<file path="src/rtl/ddrx_cmd_arb.sv">
// ddrx_cmd_arb: merges NUM_CH read/write command streams into one registered command port
// using round-robin arbitration. Define DDRX_CMD_ARB_ROWHIT_EN to prefer last-row hits.
module ddrx_cmd_arb #(
   parameter int NUM_CH      = 4,
   parameter int ADDR_W      = 32,
   parameter int LEN_W       = 8,
   parameter int ROW_LSB     = 13,
   parameter int ROW_W       = 14,
   parameter int MAX_HIT_RUN = 4,
   localparam int CH_W       = (NUM_CH > 1) ? $clog2(NUM_CH) : 1
) (
   input  logic                     core_clk,
   input  logic                     core_rst,
   input  logic [NUM_CH-1:0]        ch_valid,
   output logic [NUM_CH-1:0]        ch_ready,
   input  logic [NUM_CH*ADDR_W-1:0] ch_addr,
   input  logic [NUM_CH-1:0]        ch_write,
   input  logic [NUM_CH*LEN_W-1:0]  ch_len,
   output logic                     cmd_valid,
   input  logic                     cmd_ready,
   output logic [ADDR_W-1:0]        cmd_addr,
   output logic                     cmd_write,
   output logic [LEN_W-1:0]         cmd_len,
   output logic [CH_W-1:0]          cmd_ch
);

   // Valid/ready: a transfer happens on a rising edge where both are high; the
   // sender holds valid and payload stable until accepted.

   logic [ADDR_W-1:0] addr_a [NUM_CH];
   logic [LEN_W-1:0]  len_a  [NUM_CH];
   logic [ROW_W-1:0]  row_a  [NUM_CH];

   for (genvar i = 0; i < NUM_CH; i++) begin : g_unpack
      assign addr_a[i] = ch_addr[i*ADDR_W +: ADDR_W];
      assign len_a[i]  = ch_len[i*LEN_W +: LEN_W];
      assign row_a[i]  = addr_a[i][ROW_LSB +: ROW_W];
   end

   logic            load;
   logic            any_valid;
   logic            grant;
   logic [CH_W-1:0] rr_ptr;
   logic [CH_W-1:0] rr_win;
   logic [CH_W-1:0] win;
   logic [CH_W-1:0] next_ptr;
   logic [ROW_W-1:0] last_row;

   assign load = ~cmd_valid | cmd_ready;

   // Scan offsets from the far end so the channel closest to rr_ptr is written last and wins.
   always_comb begin : rr_scan
      int idx;
      logic [CH_W-1:0] idx_c;
      idx       = 0;
      idx_c     = '0;
      any_valid = 1'b0;
      rr_win    = '0;
      for (int k = NUM_CH - 1; k >= 0; k--) begin
         idx = int'(rr_ptr) + k;
         if (idx >= NUM_CH) idx = idx - NUM_CH;
         idx_c = CH_W'(idx);
         if (ch_valid[idx_c]) begin
            any_valid = 1'b1;
            rr_win    = idx_c;
         end
      end
   end

`ifdef DDRX_CMD_ARB_ROWHIT_EN
   localparam int HR_W = $clog2(MAX_HIT_RUN + 1);
   localparam logic [HR_W-1:0] HR_MAX = HR_W'(MAX_HIT_RUN);

   logic [HR_W-1:0] hit_run;
   logic            any_hit;
   logic            hit_ok;
   logic [CH_W-1:0] hit_win;

   always_comb begin : hit_scan
      int idx;
      logic [CH_W-1:0] idx_c;
      idx     = 0;
      idx_c   = '0;
      any_hit = 1'b0;
      hit_win = '0;
      for (int k = NUM_CH - 1; k >= 0; k--) begin
         idx = int'(rr_ptr) + k;
         if (idx >= NUM_CH) idx = idx - NUM_CH;
         idx_c = CH_W'(idx);
         if (ch_valid[idx_c] && (row_a[idx_c] == last_row)) begin
            any_hit = 1'b1;
            hit_win = idx_c;
         end
      end
   end

   // Once the run limit is reached one plain round-robin grant is forced, bounding starvation.
   assign hit_ok = any_hit && (hit_run < HR_MAX);
   assign win    = hit_ok ? hit_win : rr_win;

   always_ff @(posedge core_clk or posedge core_rst) begin
      if (core_rst) begin
         hit_run <= '0;
      end else if (load) begin
         if (any_valid && hit_ok) hit_run <= hit_run + 1'b1;
         else                     hit_run <= '0;
      end
   end
`else
   logic unused_cfg;

   assign win        = rr_win;
   assign unused_cfg = (^last_row) ^ (MAX_HIT_RUN > 0);
`endif

   assign grant    = load & any_valid & ~core_rst;
   assign next_ptr = (int'(win) == NUM_CH - 1) ? '0 : win + 1'b1;

   always_comb begin
      ch_ready = '0;
      if (grant) ch_ready[win] = 1'b1;
   end

   // Output register: replaced on the same edge it is consumed, so no bubble at full rate.
   always_ff @(posedge core_clk or posedge core_rst) begin
      if (core_rst) begin
         cmd_valid <= 1'b0;
         cmd_addr  <= '0;
         cmd_write <= 1'b0;
         cmd_len   <= '0;
         cmd_ch    <= '0;
         rr_ptr    <= '0;
         last_row  <= '0;
      end else if (load) begin
         if (any_valid) begin
            cmd_valid <= 1'b1;
            cmd_addr  <= addr_a[win];
            cmd_write <= ch_write[win];
            cmd_len   <= len_a[win];
            cmd_ch    <= win;
            rr_ptr    <= next_ptr;
            last_row  <= row_a[win];
         end else begin
            cmd_valid <= 1'b0;
         end
      end
   end

endmodule
</file>
<file path="config.mk">
export PLATFORM = sky130hd
export DESIGN_NAME = ddrx_cmd_arb
export DESIGN_NICKNAME = d
export VERILOG_FILES = /design/src/rtl/ddrx_cmd_arb.sv
export SDC_FILE = /design/constraint.sdc
export NUM_CORES = 1
export LEC_CHECK = 0
export BUFFER_PORTS_ARGS = -buffer_cell sky130_fd_sc_hd__buf_2
export CAP_MARGIN = 10
export CORE_ASPECT_RATIO = 0.8
export CORE_UTILIZATION = 40
export DETAILED_ROUTE_END_ITERATION = 8
export PLACE_DENSITY = 0.86
export SKIP_LAST_GASP = 1
export SYNTH_ARGS = -nofsm -noshare
export SYNTH_HDL_FRONTEND = slang
export SYNTH_SLANG_ARGS = --single-unit
</file>
<file path="constraint.sdc">
create_clock -name core_clk -period 5.2 [get_ports core_clk]
set_input_delay 0.52 -clock core_clk [delete_from_list [all_inputs] [get_ports core_clk]]
set_output_delay 0.52 -clock core_clk [all_outputs]
set_load 0.03 [all_outputs]
</file>
==> flow_summary.json <==
{
  "r2r_setup_slack_ns": 2.07,
  "initial_core_util_pct": 42.1,
  "antenna_found_initial": 0,
  "cts_tree": "done",
  "rsz0062_at_grt": "false",
  "cts_max_level": 2,
  "hp-start": "cmd_addr[4]",
  "ys_async_sr_fraction_pct": 100,
  "fin_setup_tns_ns": 0,
  "post_cts_buffers": 0,
  "design.die.area_mm2": 0.00946,
  "routed_wl_um": 11900,
  "clock_latency_ns": 0.28,
  "synth_top_family_by_area": "compound AO/OA/AOI/OAI gates",
  "max_freq_mhz": 274,
  "fp.dieW_um": 109,
  "switchingPower_mw": 0.916,
  "wl_per_cell_um": 17.7,
  "hold_viol": 0,
  "power_mw": 1.99,
  "critPathKind": "reg -> out",
  "ys_warn_count": 0,
  "syn_to_final_growth_pct": 32.6,
  "slew_headroom_pct": 26.2,
  "grt_pass1_vias": 4064,
  "setup_viol": 0,
  "status": "complete, no violations",
  "die_h_um": 87.2,
  "numCtsBuffers": 5,
  "num_rows": 30,
  "min_to": "cmd_addr[4]",
  "peakVddDrop_mv": 0.309,
  "synth_top_area_cell": "dfrtp_1",
  "holdPathStages": 2,
  "drtIter0Drc": 280,
  "holdWs_ns": 0.481,
  "diodes": 0,
  "grt_max_degree": 49,
  "switching_share_pct": 46.0,
  "gr-total-overflow": 0,
  "ys.flop_type": "dfrtp_1",
  "p_leak_nw": 2.51,
  "cts_root_buffer": "clkbuf_16",
  "worst_pin_slew_ns": 1.10,
  "mostFrequentLayoutCell": "buf_2",
  "r2r-end": "cmd_addr[7]",
  "num-nets-final": 732,
  "gp_congestion": 0.764,
  "syn_area_mm2": 0.00363,
  "slew_viol_final": 0,
  "portBuffers": 218,
  "dr.pass1.iters": 4,
  "synth_edf_count": 0,
  "antenna_left": 0,
  "core_area_mm2": 0.00863,
  "fin_skew_ns": 0.00741,
  "synth.avg_cell_area_um2": 9.63,
  "synth_top_area_share_pct": 31.7,
  "clkSlewWorstSetupHoldPaths_ns": 0.07,
  "ys_ff_latch": 46,
  "reg2reg_from": "rr_ptr[1]",
  "cts_resized": 0,
  "synthCells": 377,
  "yosys.area_share.adder_pct": 0.345,
  "dr_total_vias": 3973,
  "required_ns": 4.68,
  "synth_compound_area_share_pct": 32.9,
  "num_io_pins": 219,
  "synth_cell_types": 32,
  "cts.sink_count": 46,
  "pwr-share-comb_pct": 54.2,
  "drc": 0,
  "min_path_type": "reg -> reg",
  "period_needed_ns": 3.65,
  "final_cell_mix": "buf_2 (218), nand2_1 (48), dfrtp_1 (46)",
  "clk_path_buf_depth": 2,
  "drive_above_1_share_pct": 50.1,
  "grt_pass1_wl_um": 18700,
  "synthXorXnorAreaFrac_pct": 0,
  "critPathMaxFanout": 42,
  "clkPwrFrac_pct": 17.7,
  "p_int_mw": 1.07,
  "seq_area_frac_synth_pct": 31.7,
  "hpwl_um": 8150,
  "synth_nets": 549,
  "critPathCaptureType": "output port",
  "ys_top_cells_by_area": "dfrtp_1 (32%), o211ai_2 (12%), mux2i_1 (12%)",
  "ff2ff_path_depth": 6,
  "post_drt_via_cell_ratio": 5.90,
  "fin_crit_sh_pct": 70.1,
  "max-cap-violations": 0,
  "critPathLaunchType": "register",
  "grt_usage_pct": 24.7,
  "worstPathArrival_ns": 3.13,
  "muxShareOfSynthArea_pct": 11.6,
  "pwr_density_cell_mw_per_mm2": 413,
  "p_seq_share_pct": 28.1,
  "ctsHoldBuffers": 0,
  "synth_simple_gate_area_share_pct": 14.3
}
-- flip-flops by register name, indices dropped and copies added, names as in the netlist --
register   cells
cmd_write      1
cmd_len        8
cmd_valid      1
rr_ptr         2
cmd_addr      32
cmd_ch         2
-- cells in the mapped netlist (3+ instances only) --
| cell type | count |
|---|---|
| o211ai_2 | 36 |
| nand4_1 | 41 |
| nand2_1 | 49 |
| inv_1 | 3 |
| nor2_1 | 3 |
| a21oi_1 | 3 |
| o31ai_1 | 41 |
| buf_12 | 4 |
| clkbuf_1 | 26 |
| a21o_1 | 43 |
| mux2i_1 | 42 |
| buf_2 | 8 |
| dfrtp_1 | 46 |
| o211ai_1 | 5 |
| buf_6 | 6 |
-- cells by family after synthesis --
| group | after synthesis |
|---|---|
| buffers and inverters | 51 |
| muxes | 42 |
| adders and majority gates | 1 |
| DFF | 46 |
| and+or+nand+nor | 102 |
| AOI/OAI and AO/OA | 135 |
-- worst max-delay path by stage --
stage	slack (ns)	from	to	cells past startpoint
after floorplan	2.41	ch_valid[3]	ch_ready[3]	7
after global placement	1.93	ch_valid[2]	ch_ready[1]	8
after detailed placement	1.84	ch_valid[2]	ch_ready[1]	8
after CTS	1.59	rr_ptr[1]	ch_ready[1]	7
after global routing	1.40	rr_ptr[1]	ch_ready[1]	7
final	1.55	rr_ptr[1]	ch_ready[1]	7
-- layout make-up --
| cell class | instances | area [um^2] |
|---|---|---|
| Fill cell | 778 | 3820 |
| Multi-Input combinational cell | 280 | 2190 |
| Sequential cell | 46 | 1150 |
| Timing Repair Buffer | 223 | 1150 |
| Clock buffer | 8 | 166 |
| Tap cell | 112 | 140 |
| Inverter | 4 | 15.0 |
-- worst max-delay path, stage by stage (launching register included) --
cell	delay (ns)
dfrtp_1	0.49
mux2i_1	0.35
or2_2	0.78
nand3_4	0.49
inv_2	0.21
ha_1	0.16
and3_1	0.15
buf_2	0.20
-- metal layers --
metal | vias to the layer above | share of wire [%] | global-route usage, %
met1 | 1907 | 43 | 30.5
met4 | 0 | 2.0 | 9.58
li1 | 1816 | - | -
met2 | 222 | 48 | 42.8
met3 | 28 | 7.6 | 4.41
met5 | - | 0 | 0
-- stage by stage --
step / setup WS (ns) / cells / utilization (%) / cell area [um^2]
finish: 1.55 / 673 / 55.8 / 4820
global route: 1.40 / 673 / 55.8 / 4820
CTS: 1.59 / 672 / 55.5 / 4790
detailed placement: 1.84 / 664 / 53.5 / 4620
global placement: 1.93 / 664 / 53.5 / 4620
floorplan: 2.41 / 377 / - / 3630
-- power by group through the flow --
stage | Sequential, mW | Clock (mW) | Combinational (mW)
5_1_grt | 0.570 | 0.379 | 1.15
3_5_place_dp | 0.561 | 0 | 1.07
2_1_floorplan | 0.788 | 0 | 0.593
3_3_place_gp | 0.556 | 0 | 1.04
4_1_cts | 0.557 | 0.362 | 1.07
6_report | 0.559 | 0.353 | 1.08
Note: power is estimated with default switching activity, not from simulation.
